`config.mk`:
```
export PLATFORM = sky130hd
export DESIGN_NAME = adpll_gear_controller
export DESIGN_NICKNAME = d
export VERILOG_FILES = /design/src/rtl/adpll_gear_controller.sv
export SDC_FILE = /design/constraint.sdc
export NUM_CORES = 1
export LEC_CHECK = 0
export CORE_MARGIN = 2
export CORE_UTILIZATION = 42
export DETAILED_ROUTE_END_ITERATION = 12
export GPL_TIMING_DRIVEN = 0
export PLACE_DENSITY_LB_ADDON = 0.2
export SLEW_MARGIN = 20
export SYNTH_ARGS = -nofsm -noshare
export SYNTH_HDL_FRONTEND = slang
export SYNTH_SLANG_ARGS = --single-unit
```
`constraint.sdc`:
```
create_clock -name i_main_clock -period 6.65 [get_ports i_main_clock]
set_input_delay 1.33 -clock i_main_clock [delete_from_list [all_inputs] [get_ports i_main_clock]]
set_output_delay 1.33 -clock i_main_clock [all_outputs]
set_load 0.1 [all_outputs]
```
`src/rtl/adpll_gear_controller.sv`:
```
// adpll_gear_controller: loop-bandwidth gear shifter for the ADPLL random-walk filter
module adpll_gear_controller #(
  parameter int WindowLength     = 256,
  parameter int WindowWidth      = 16,
  parameter int Gear0Length      = 8,
  parameter int Gear1Length      = 16,
  parameter int Gear2Length      = 32,
  parameter int Gear3Length      = 64,
  parameter int QuietThreshold   = 2,
  parameter int BalanceThreshold = 1,
  parameter int BusyThreshold    = 8,
  parameter int QuietWindows     = 4,
  parameter int SettleCycles     = 16
) (
  input  logic       i_main_clock,
  input  logic       i_n_reset,
  input  logic       i_enable,
  input  logic       i_positive,
  input  logic       i_negative,
  output logic [7:0] o_filter_length,
  output logic [1:0] o_gear,
  output logic       o_gear_change,
  output logic       o_locked
);
  localparam int QW = $clog2(QuietWindows + 1);
  localparam logic [1:0] S_IDLE   = 2'd0;
  localparam logic [1:0] S_COUNT  = 2'd1;
  localparam logic [1:0] S_EVAL   = 2'd2;
  localparam logic [1:0] S_SETTLE = 2'd3;

  logic [1:0]             r_state, w_state_nxt;
  logic [WindowWidth-1:0] r_win, w_win_nxt;
  logic [7:0]             r_total, w_total_nxt, w_total_acc, w_abs_net;
  logic signed [7:0]      r_net, w_net_nxt, w_net_acc;
  logic [QW-1:0]          r_quiet, w_quiet_nxt, w_quiet_inc;
  logic [1:0]             r_gear, w_gear_nxt;
  logic                   r_gear_change, w_gear_change_nxt;
  logic [8:0]             w_total_sum;
  logic                   w_busy, w_quiet, w_quiet_full, w_win_last, w_settle_last;

  assign w_total_sum   = {1'b0, r_total} + {8'd0, i_positive} + {8'd0, i_negative};
  assign w_total_acc   = w_total_sum[8] ? 8'hFF : w_total_sum[7:0];
  assign w_net_acc     = (i_positive & ~i_negative & (r_net != 8'sd127))  ? r_net + 8'sd1 :
                         (i_negative & ~i_positive & (r_net != -8'sd128)) ? r_net - 8'sd1 : r_net;
  assign w_abs_net     = r_net[7] ? (~r_net + 8'd1) : r_net;
  assign w_busy        = r_total >= 8'(BusyThreshold);
  assign w_quiet       = (r_total <= 8'(QuietThreshold)) && (w_abs_net <= 8'(BalanceThreshold));
  assign w_quiet_inc   = r_quiet + QW'(1);
  assign w_quiet_full  = w_quiet_inc >= QW'(QuietWindows);
  assign w_win_last    = r_win == WindowWidth'(WindowLength - 1);
  assign w_settle_last = r_win == WindowWidth'(SettleCycles - 1);

  // next-state: window accumulation, end-of-window gear decision, settle hold-off
  always_comb begin
    w_state_nxt       = r_state;
    w_win_nxt         = r_win;
    w_total_nxt       = r_total;
    w_net_nxt         = r_net;
    w_quiet_nxt       = r_quiet;
    w_gear_nxt        = r_gear;
    w_gear_change_nxt = 1'b0;
    if (!i_enable) begin
      w_state_nxt = S_IDLE;
      w_win_nxt   = '0;
      w_total_nxt = '0;
      w_net_nxt   = '0;
      w_quiet_nxt = '0;
      w_gear_nxt  = 2'd0;
    end else begin
      case (r_state)
        S_IDLE: begin
          w_state_nxt = S_COUNT;
          w_win_nxt   = '0;
          w_total_nxt = '0;
          w_net_nxt   = '0;
        end
        S_COUNT: begin
          w_total_nxt = w_total_acc;
          w_net_nxt   = w_net_acc;
          w_win_nxt   = w_win_last ? '0 : r_win + WindowWidth'(1);
          w_state_nxt = w_win_last ? S_EVAL : S_COUNT;
        end
        S_EVAL: begin
          w_total_nxt = '0;
          w_net_nxt   = '0;
          w_win_nxt   = '0;
          w_state_nxt = S_COUNT;
          if (w_busy) begin
            w_quiet_nxt = '0;
            if (r_gear != 2'd0) begin
              w_gear_nxt        = r_gear - 2'd1;
              w_gear_change_nxt = 1'b1;
              w_state_nxt       = S_SETTLE;
            end
          end else if (w_quiet) begin
            if (w_quiet_full && r_gear != 2'd3) begin
              w_gear_nxt        = r_gear + 2'd1;
              w_quiet_nxt       = '0;
              w_gear_change_nxt = 1'b1;
              w_state_nxt       = S_SETTLE;
            end else begin
              w_quiet_nxt = w_quiet_full ? QW'(QuietWindows) : w_quiet_inc;
            end
          end else begin
            w_quiet_nxt = '0;
          end
        end
        default: begin
          w_win_nxt   = w_settle_last ? '0 : r_win + WindowWidth'(1);
          w_state_nxt = w_settle_last ? S_COUNT : S_SETTLE;
        end
      endcase
    end
  end

  // state registers, cleared asynchronously
  always_ff @(posedge i_main_clock or negedge i_n_reset) begin
    if (!i_n_reset) begin
      r_state       <= S_IDLE;
      r_win         <= '0;
      r_total       <= '0;
      r_net         <= '0;
      r_quiet       <= '0;
      r_gear        <= 2'd0;
      r_gear_change <= 1'b0;
    end else begin
      r_state       <= w_state_nxt;
      r_win         <= w_win_nxt;
      r_total       <= w_total_nxt;
      r_net         <= w_net_nxt;
      r_quiet       <= w_quiet_nxt;
      r_gear        <= w_gear_nxt;
      r_gear_change <= w_gear_change_nxt;
    end
  end

  // filter length is a straight table lookup of the registered gear
  always_comb begin
    o_filter_length = r_gear == 2'd0 ? 8'(Gear0Length) :
                      r_gear == 2'd1 ? 8'(Gear1Length) :
                      r_gear == 2'd2 ? 8'(Gear2Length) : 8'(Gear3Length);
  end

  assign o_gear        = r_gear;
  assign o_gear_change = r_gear_change;
  assign o_locked      = (r_gear == 2'd3) && (r_state != S_IDLE);
endmodule

```
Yosys cells after proc, flatten, opt, wreduce, memory -nomap -nowiden
Cells that the tools add are included.
{"block": "word_totals", "register_bits": 40, "in_bits": 5, "output_inout_bits": 12, "elab_cells": 94}
{"block": "op_classes", "add_sub_neg": 9, "magnitude_cmp": 4, "eq_ne": 16, "muxes": 41, "bitwise_logic": 7, "reduce_logical": 10}
{"cell": "$mux W16", "count": 3}
{"cell": "$mux W8", "count": 6}
{"cell": "$pmux W16 S2", "count": 1}
{"cell": "$pmux W8 S2", "count": 2}
{"cell": "$mux W2", "count": 13}
{"cell": "$mux W7", "count": 3}
{"cell": "$mux W3", "count": 6}
{"cell": "$add A16 B1 Y16 const B", "count": 1}
{"cell": "$eq A16 B4 Y1 const B", "count": 1}
{"cell": "$eq A16 B8 Y1 const B", "count": 1}
{"cell": "$ne A8 B8 Y1 const B", "count": 2}
{"cell": "$add A8 B1 Y9", "count": 1}
{"cell": "$add A9 B1 Y9", "count": 1}
{"cell": "$add A8 B1 Y8 const B", "count": 1}
{"cell": "$add A8 B2 Y8 const B", "count": 1}
{"cell": "$ge A8 B4 Y1 const B", "count": 1}
{"cell": "$le A8 B1 Y1 const B", "count": 1}
{"cell": "$le A8 B2 Y1 const B", "count": 1}
{"cell": "$not A8 Y8", "count": 1}
{"cell": "$sub A8 B2 Y8 const B", "count": 1}
{"cell": "$eq A2 B2 Y1 const B", "count": 3}
{"cell": "$mux W1", "count": 6}
{"cell": "$ne A3 B1 Y1 const B", "count": 2}
{"cell": "$ne A3 B2 Y1 const B", "count": 2}
{"cell": "17 further kinds", "count": 26}

Logic depth before layout (Yosys ltp)
Gate-level depths: netlist of the first run.
{"block": "logic_depth", "depth_word": 9, "depth_mapped": 11}

Least setup slack after synthesis of the first run
No wires, ideal clock.
{"block": "synth_path", "kind": "register to output", "startpoint": "register r_gear[1] (netlist: o_gear[1])", "endpoint": "output port o_locked", "arrival_ps": 2801, "required_time_ps": 5320, "setup_slack_ps": 2519, "path_stages_with_launch": 3, "n_path_buf": 0, "path_cell_list": "dfrtp_1 > ha_1 > o21a_1"}
{"block": "synth_between", "elab_chain_cells": 2}
{"element": "start, declared", "line_no": "36", "rtl": "logic [1:0] r_gear, w_gear_nxt;"}
{"element": "start signal, assigned", "line_no": "132", "rtl": "r_gear <= w_gear_nxt;"}
{"element": "$eq A2 B2 Y1", "line_no": "146", "rtl": "assign o_locked = (r_gear == 2'd3) && (r_state != S_IDLE);"}
{"element": "$logic_and A1 B1 Y1", "line_no": "146"}
{"element": "end, declared", "line_no": "23", "rtl": "output logic o_locked"}
No other way between the ends.

Worst setup path after layout of the first run
{"block": "layout_path", "startpoint": "input port i_negative", "endpoint": "register r_net[6]"}
{"block": "layout_between", "elab_chain_cells": 6, "word_cells_on_any_way": 10, "classes_between": "eq/ne (1); mux (3); bitwise (5); reduce/logical (1)"}
{"element": "start, declared", "line_no": "19", "rtl": "input logic i_negative,"}
{"element": "$not A1 Y1", "line_no": "43", "rtl": "assign w_net_acc = (i_positive & ~i_negative & (r_net != 8'sd127)) ? r_net + 8'sd1 :"}
{"element": "$and A1 B1 Y1 (2 in series)", "line_no": "43"}
{"element": "$mux W8", "line_no": "43"}
{"element": "$pmux W8 S2", "line_no": "70", "rtl": "case (r_state)"}
{"element": "$mux W8", "line_no": "62", "rtl": "if (!i_enable) begin"}
{"element": "end signal, assigned", "line_no": "130", "rtl": "r_net <= w_net_nxt;"}
{"element": "end, declared", "line_no": "34", "rtl": "logic signed [7:0] r_net, w_net_nxt, w_net_acc;"}
Several ways; a longest one is shown, not always the timed one.
A chain may end at the register's enable or synchronous reset.

==> flow_summary.json, run 1 <==
{
  "ys_seq_area_frac": 0.3779,
  "dp_hpwl_mm": 4.013,
  "drcViolationCount": 0,
  "post_dp_cell_area_um2": 2904,
  "p_leak_nw": 1.338,
  "fin_skew_ns": 0.007132,
  "initialDrtViolationCount": 89,
  "antenna_found_initial": 0,
  "ant_nets": 0,
  "wl_mm": 5.409,
  "setup_viol": 0,
  "clk_pin_slew_worst_paths_ns": 0.08,
  "start_util": 0.4421,
  "ys_async_sr_fraction": 1.000,
  "worst_slack_ns": 2.788,
  "startpoint_type": "input port",
  "std_cell_rows": 28,
  "synth.area.top_cells": "dfrtp_1 38%, ha_1 7.1%, nor2_1 5.7%, a21oi_1 4.2%, xor2_1 3.6%",
  "cts-buffers-inserted": 5,
  "htree_levels": 2,
  "grt_use_total": 0.1712,
  "endpoint_kind": "flip-flop",
  "cp.arrival_ns": 4.07,
  "relSlewSlack": 0.3452,
  "seq_area_um2": 1001,
  "cp_max_fo": 10,
  "synthDistinctLibCells": 57,
  "rsz0062_at_grt": "false",
  "vias_per_cell": 5.398,
  "first_global_vias": 2053,
  "grt-ovfl-total": 0,
  "nFillCells": 559,
  "vias": 2127,
  "path_class": "in2reg",
  "place_ws_ns": 2.490,
  "final_nets": 340,
  "status": "finished clean",
  "max_freq_mhz": 258.9,
  "synth_area_leader_cell": "dfrtp_1",
  "ctsResizeCount": 0,
  "r2r_start": "r_net[1]",
  "ir_drop_uv": 100.0,
  "cts_root_buf": "clkbuf_8",
  "multiInputGateArea_um2": 1535,
  "hp-class": "reg2reg",
  "synthFlopType": "dfrtp_1",
  "drive_gt1_frac": 0.08777,
  "syn_area_um2": 2649,
  "ys_ff_latch": 40,
  "avgRoutedWirePerCell_um": 13.73,
  "syn_inst": 295,
  "grt_first_pass_wirelength_mm": 9.887,
  "yosysWarningCount": 0,
  "total_power_mw": 0.5725,
  "syn_avg_cell_area_um2": 8.979,
  "worst_pin_slew_ns": 0.9792,
  "min-delay-start": "r_win[0]",
  "synth_edf_count": 0,
  "crit_start": "i_negative",
  "instances_no_fill": 394,
  "post_cts_buffers": 0,
  "final_cell_mix": "40 x nor2_1, 40 x dfrtp_1, 22 x a21oi_1",
  "ctsHoldBuffers": 0,
  "slew_violations": 0,
  "num_antenna_cells": 0,
  "die_w_um": 83.42,
  "cts_buffer_depth": 2,
  "pin_count": 17,
  "io_buffer_count": 12,
  "post-place-cells": 386,
  "core_um2": 5991,
  "grt_max_degree": 23,
  "place_congestion": 0.7899,
  "clk_latency_ns": 0.29,
  "cap_violations": 0,
  "design_area_um2": 3030,
  "finalCritPeriodShare": 0.5808,
  "cp.required_ns": 6.86,
  "power_density_nw_per_um2": 188.9,
  "fp.dieArea_um2": 6958,
  "finalSetupTns_ns": 0,
  "syn_to_final_growth_pct": 14.41,
  "hold_viol_final": 0,
  "drt-pass1-iter-count": 4,
  "cts_tree": "yes",
  "die_height_um": 83.42,
  "post-synth-top-area-fraction": 0.3779,
  "layout_min_cycle_time_ns": 3.862,
  "cts.sinks": 40
}
==> Yosys cell counts, drive strengths merged (2+ instances only) <==
| master | instances |
|---|---|
| nor3b | 2 |
| o21a | 3 |
| nand4b | 2 |
| inv | 16 |
| or4 | 3 |
| mux2i | 5 |
| ha | 15 |
| o41ai | 2 |
| a21oi | 22 |
| a31oi | 3 |
| nor3 | 8 |
| o311ai | 2 |
| nand2 | 21 |
| and2 | 3 |
| fa | 2 |
| nand2b | 5 |
| o31ai | 3 |
| nand3 | 13 |
| and4 | 4 |
| nor2b | 6 |
| o21ai | 9 |
| nor2 | 41 |
| dfrtp | 40 |
| clkbuf | 3 |
| and3 | 8 |
| xnor2 | 10 |
| xor2 | 11 |
| buf | 7 |
| a211oi | 2 |
| nor4 | 5 |
==> state kept, by name (all words and copies together) (netlist names) <==
signal / flops
o_gear: 2
o_gear_change: 1
r_net: 8
r_quiet: 3
r_state: 2
r_total: 8
r_win: 16
==> critical path, stage by stage <==
cell,delay [ns]
clkdlybuf4s50_1,0.42
inv_1,0.15
o311ai_2,0.30
ha_1,0.40
nor2b_1,0.15
o21ai_0,0.19
a21boi_0,0.19
or4b_2,0.63
a41o_1,0.19
a21oi_1,0.12
==> cells by family (layout without fill, tap and decap cells) <==
family	Yosys count	in the layout	synth area share
AND/OR/NAND/NOR	128	128	0.2494
AO/OA/AOI/OAI	57	57	0.1474
flip-flops	40	40	0.3779
buffers and inverters	26	47	0.04960
XOR/XNOR	21	21	0.06944
adder cells (fa/ha/maj)	17	17	0.08597
multiplexers	5	5	0.01890
other	1	4	0.001416
==> layout make-up <==
class,instances,share of cell area
Timing Repair Buffer,13,0.04707
Multi-Input combinational cell,232,0.5066
Clock buffer,7,0.03179
Tap cell,75,0.03097
Clock inverter,1,0.009909
Inverter,16,0.01982
Sequential cell,40,0.3303
Buffer,10,0.02353
==> final timing paths <==
check                      slack, ns  depth (start not counted)          to
setup / recovery                2.79                         10    r_net[6]
hold / removal                  0.46                          1    r_win[0]
setup reg to reg                3.25                         10    r_net[6]
hold reg to reg                 0.46                          1    r_win[0]
max in group asynchronous       5.16                          2  r_total[3]
min in group asynchronous       1.00                          1    r_net[3]
==> power breakdown <==
part | internal, mW | switching [mW] | leakage [nW]
logic | 0.0390 | 0.0603 | 0.721
clock network | 0.133 | 0.0866 | 0.0645
registers | 0.247 | 0.00656 | 0.552
total | 0.419 | 0.153 | 1.34
==> stage by stage <==
stage	hold slack [ns]	util
finish	0.4635	0.5058
global route	0.4822	0.5058
CTS	0.4673	0.5058
detailed placement	0.4561	0.4848
global placement	0.4549	0.4797
floorplan	0.4329	-
==> per-layer routing <==
| metal | GRT usage | wire length (um) |
|---|---|---|
| met1 | 0.2469 | 2844 |
| met2 | 0.2713 | 2404 |
| met4 | 0.03519 | 29 |
| met3 | 0.03082 | 130 |
| met5 | 0 | 0 |
(Power assumes the default switching activity.)
==> inputs of run 2 (changes only) <==
clock period = 3.9 ns   (was 6.65 ns; I/O delays follow)
==> results of run 2 <==
Same layout as run 1 (identical final DEF). Status: finished clean.
Main changes from that run: setup slack after placement 2.490 ns -> 0.2899 ns; setup slack after layout 2.788 ns -> 0.4955 ns; hold slack 0.4635 ns -> 0.4515 ns; start point of the critical path i_negative -> r_net[1]; register-to-register setup slack 3.25 ns -> 0.50 ns; total power 0.5725 mW -> 0.9762 mW; worst IR drop on VDD 100.0 uV -> 170.5 uV
==> RTL change 1 (flow settings as in run 1) <==
`Gear3Length`: 64 -> 48.
--- a/src/rtl/adpll_gear_controller.sv
+++ b/src/rtl/adpll_gear_controller.sv
@@ -5,7 +5,7 @@
   parameter int Gear0Length      = 8,
   parameter int Gear1Length      = 16,
   parameter int Gear2Length      = 32,
-  parameter int Gear3Length      = 64,
+  parameter int Gear3Length      = 48,
   parameter int QuietThreshold   = 2,
   parameter int BalanceThreshold = 1,
   parameter int BusyThreshold    = 8,
Function: same outputs for any inputs over 10 cycles, from zero or initial values and one cycle with i_n_reset low; that may be too few to reach the edited logic, so the function may still have changed.
==> RTL change 1 against run 1 <==
- design area fell by 0.33%
- non-clock buffer count rose by 1
- worst hold slack got worse by 4.4 ps
- core utilization fell by 2.2 points
- area after synthesis rose by 0.76%
- sequential cell count did not move
- total power shrank 3.5%
- setup slack better by 77 ps
- wire length up 4.3%
- via count rose by 2.4%
- global-route usage up 0.24 points
==> RTL change 1: results (changes against run 1) <==
dp_hpwl_um: 4153  # was 4013 um
dr.pass1.iters: 5  # was 4
status: "finished, final reports clean"  # unchanged
place_congestion: 0.7852  # was 0.7899
worstMarginPinSlew_ps: 972.6  # was 979.2 ps
endpoint: "o_locked"  # was r_net[6]
grt_start_max_net_pins: 30  # was 23
cp.arrival_ps: 2460  # was 4070 ps
startpoint: "r_state[1]"  # was i_negative
r2r_slack_ps: 3400  # was 3250 ps
viasPerCell: 5.404  # was 5.398
dpl_cell_area_sq_mm: 0.002913  # was 0.002904 sq mm
nets: 347  # was 340
routed_wl_um: 5639  # was 5409 um
antenna_cells: 0  # unchanged
fin_skew_ps: 11.53  # was 7.132 ps
instances_no_fill: 403  # was 394
drive_gt1_share_pct: 8.589  # was 8.777%
seq_area_frac_synth_pct: 37.51  # was 37.79%
grt_pass1_wl_um: 10110  # was 9887 um
synth_commonest_cells: "nor2_1, dfrtp_1, nand2_1, inv_1, a21oi_1"  # was dfrtp_1, nor2_1, a21oi_1, nand2_1, inv_1
yosys_warnings: 0  # unchanged
synth.avg_cell_area_sq_um: 8.837  # was 8.979 sq um
grt_pass1_vias: 2192  # was 2,053
numCtsBuffers: 5  # unchanged
dp.cells: 395  # was 386
drtIter0Drc: 102  # was 89
synth_area_leaders: "dfrtp_1, ha_1, nor2_1, xor2_1, nand2_1"  # was dfrtp_1, ha_1, nor2_1, a21oi_1, xor2_1
io_buffers: 11  # was 12
p_leak_nw: 1.360  # was 1.338 nW
grt_usage_pct: 17.36  # was 17.12%
ir_drop_uv: 97.95  # was 100.0 uV
nFillCells: 621  # was 559
RTL change 1: cells by family after synthesis:
| group | synth area share (%) |
|---|---|
| adder cells (fa/ha/maj) | 8.533 |
| AND/OR/NAND/NOR | 24.75 |
| AO/OA/AOI/OAI | 14.39 |
| buffers and inverters | 5.532 |
| multiplexers | 2.250 |
| XOR/XNOR | 6.892 |
| other | 0.1405 |
| flip-flops | 37.51 |
RTL change 1: worst max-delay path: stages, from the launching register on:
cell and delay (ps):
dfrtp_1 410, clkbuf_1 410, o21a_1 210, clkdlybuf4s50_1 1130
RTL change 1: where the power goes:
part	leakage [nW]	switching, mW	internal (mW)
sequential	0.552	0.00660	0.248
clock	0.0552	0.0860	0.111
combinational	0.753	0.0623	0.0385
total	1.36	0.155	0.398
RTL change 1: layout make-up:
type                    count  area share (%)
multi-input cells         236           51.08
flip-flops and latches     40           33.14
plain buffers              12           2.651
well taps                  77           3.190
inverters                  18           2.237
clock buffers               6           2.403
clock inverters             2           1.160
repair buffers             12           4.142
RTL change 1: how the worst min path moves through the flow:
stage / startpoint / endpoint / slack [ps] / depth (start not counted)
2_1_floorplan: r_win[0] / r_win[0] / 430 / 1
3_3_place_gp: r_win[0] / r_win[0] / 450 / 1
5_1_grt: r_win[0] / r_win[0] / 480 / 1
6_report: r_win[0] / r_win[0] / 460 / 1
4_1_cts: r_win[0] / r_win[0] / 470 / 1
3_5_place_dp: r_win[0] / r_win[0] / 460 / 1
RTL change 1: metal layers:
layer,global-route usage (%),up-vias,share of wire [%]
li1,-,1094,-
met1,23.08,1044,49
met2,29.09,31,47
met3,3.264,9,2.6
met4,4.692,0,1.4
met5,0,-,0
RTL change 1: stage by stage:
step                      util, %  setup WS [ps]  total power, mW
final                       48.40           2864           0.5525
after global routing        48.40           2682           0.5807
after CTS                   48.40           2850           0.5573
after detailed placement    46.67           2610           0.3597
after global placement      46.31           2531           0.3571
after floorplan                 -           2114           0.3350
==> RTL change 2 (config.mk and constraints of run 1) <==
Made on the original files. Remove the register `r_gear_change`: a continuous assignment takes its place, so the output `o_gear_change` follows one clock earlier.
--- a/src/rtl/adpll_gear_controller.sv
+++ b/src/rtl/adpll_gear_controller.sv
@@ -122,7 +122,6 @@
       r_net         <= '0;
       r_quiet       <= '0;
       r_gear        <= 2'd0;
-      r_gear_change <= 1'b0;
     end else begin
       r_state       <= w_state_nxt;
       r_win         <= w_win_nxt;
@@ -130,9 +129,10 @@
       r_net         <= w_net_nxt;
       r_quiet       <= w_quiet_nxt;
       r_gear        <= w_gear_nxt;
-      r_gear_change <= w_gear_change_nxt;
     end
   end
+
+  assign r_gear_change = w_gear_change_nxt;
 
   // filter length is a straight table lookup of the registered gear
   always_comb begin
Formal check against the unedited RTL: no difference found for any inputs over 10 cycles, from zero or initial values and one cycle with i_n_reset low; that may be too few to reach the edited logic, so the function may still have changed.
==> RTL change 2 against run 1 <==
- die area is 0.90% lower
- largest power group unchanged
- design area shrank 1.4%
- critical path type is now reg2out
- sequential cell count fell by 1
- total power down 3.3%
- non-clock buffer count is the same
- highest routed layer unchanged
- wire length is 0.37% higher
- clock skew hardly changed
- setup slack worse by 1400 ps
- clock power fell by 5%
- critical path depth decreased by 1
- area after synthesis is 0.94% lower
==> RTL change 2: results (changes against run 1) <==
crit_slowest_cell: "clkdlybuf4s50_1"  # was or4b_2
cts-root-buf: "clkbuf_8"  # unchanged
synth_compound_area_share_pct: 14.88  # was 14.74%
top_layer: "met4"  # unchanged
fin_skew_ps: 6.994  # was 7.132 ps
wl_met1_um: 2727  # was 2844 um
async_reset_ff_share_pct: 100.0  # unchanged
yosysMostFrequentCell: "nor2_1"
drive_gt1_share_pct: 8.805  # was 8.777%
wl_met2_um: 2503  # was 2404 um
vias: 2096  # was 2,127
min_path_type: "reg2reg"  # unchanged
synth_commonest_cells: "nor2_1, dfrtp_1, a21oi_1, nand2_1, inv_1"  # was dfrtp_1, nor2_1, a21oi_1, nand2_1, inv_1
instances_no_fill: 393  # was 394
dpl_worst_slack_ps: 1713  # was 2490 ps
syn_inst: 294  # was 295
synth_area_leaders: "dfrtp_1, ha_1, nor2_1, a21oi_1, xor2_1"  # unchanged
wl_met3_um: 185  # was 130 um
ctsHtreeMaxLevel: 2  # unchanged
reg2reg_depth: 10  # unchanged
slowest_delay_ps: 1140  # was 630 ps
place_congestion: 0.7959  # was 0.7899
dpl_cell_area_sq_mm: 0.002872  # was 0.002904 sq mm
seq_area_frac_synth_pct: 37.20  # was 37.79%
muxShareOfSynthArea_pct: 1.907  # was 1.889%
power.net_switching_mw: 0.1522  # was 0.1535 mW
drtIter0Drc: 68  # was 89
routed_wl_um: 5429  # was 5409 um
p_leak_nw: 1.317  # was 1.338 nW
status: "finished, final reports clean"  # unchanged
grt_pass1_wl_um: 9666  # was 9887 um
io_buffers: 12  # unchanged
ctsLongestPathBuffers: 2  # unchanged
maxSlewHeadroom_pct: 34.82  # was 34.52%
synthXorXnorAreaFrac_pct: 7.010  # was 6.944%
grt_start_max_net_pins: 27  # was 23
cp.arrival_ps: 3920  # was 4070 ps
grt_antenna_before_repair: 0  # unchanged
yosys_warnings: 0  # unchanged
ctsResizeCount: 0  # unchanged
insertion_delay_ps: 290  # about the same
critPathMaxFanout: 7  # was 10
ys.flop_type: "dfrtp_1"  # unchanged
dp_hpwl_um: 4061  # was 4013 um
antenna_cells: 0  # unchanged
grt_usage_pct: 16.78  # was 17.12%
synth_cell_types: 57  # unchanged
ir_drop_uv: 137.4  # was 100.0 uV
nets: 339  # was 340
largestRegisters: "r_win x16, r_net x8, r_total x8"  # unchanged
dr.pass1.iters: 4  # unchanged
synthAdderAreaFrac_pct: 8.679  # was 8.597%
worstHoldPathCells: 1  # unchanged
critPathTopFamily: "buffers and inverters"  # was compound AO/OA/AOI/OAI gates
grt_pass1_vias: 2079  # was 2,053
-- RTL change 2: cell types whose count changed after synthesis, sizes merged --
| cell | change |
|---|---|
| dfrtp | -1 |
-- RTL change 2: logic make-up after synthesis --
group,count (synthesis)
AND/OR/NAND/NOR,128
multiplexers,5
XOR/XNOR,21
other,1
AO/OA/AOI/OAI,57
buffers and inverters,26
flip-flops,39
adder cells (fa/ha/maj),17
-- RTL change 2: layer usage --
layer  GRT usage (%)  vias to the layer above
li1                -                     1068
met1           24.13                      993
met2           26.03                       33
met3           3.280                        2
met4           4.173                        0
met5               0                        -
-- RTL change 2: final timing paths --
kind / from / slack [ps] / end
worst max-delay path: r_net[0] / 1400 / o_gear_change
worst min-delay path: r_win[0] / 470 / r_win[0]
worst max register to register: r_net[1] / 3170 / r_net[6]
worst min register to register: r_win[0] / 470 / r_win[0]
max in group asynchronous: i_n_reset / 5240 / r_total[3]
min in group asynchronous: i_n_reset / 940 / r_net[3]
-- RTL change 2: power groups by stage --
stage	Sequential, mW	Combinational (mW)	Clock, mW
6_report	0.248	0.0991	0.207
5_1_grt	0.249	0.113	0.220
4_1_cts	0.248	0.0996	0.211
3_5_place_dp	0.253	0.0993	0
3_3_place_gp	0.253	0.0954	0
2_1_floorplan	0.251	0.0754	0
-- RTL change 2: area by class of cell --
| class | instances | area [sq um] |
|---|---|---|
| Buffer | 10 | 71.32 |
| Clock buffer | 6 | 82.58 |
| Clock inverter | 2 | 35.03 |
| Fill cell | 585 | 3002 |
| Inverter | 16 | 60.06 |
| Multi-Input combinational cell | 232 | 1535 |
| Sequential cell | 39 | 975.9 |
| Tap cell | 75 | 93.84 |
| Timing Repair Buffer | 13 | 135.1 |
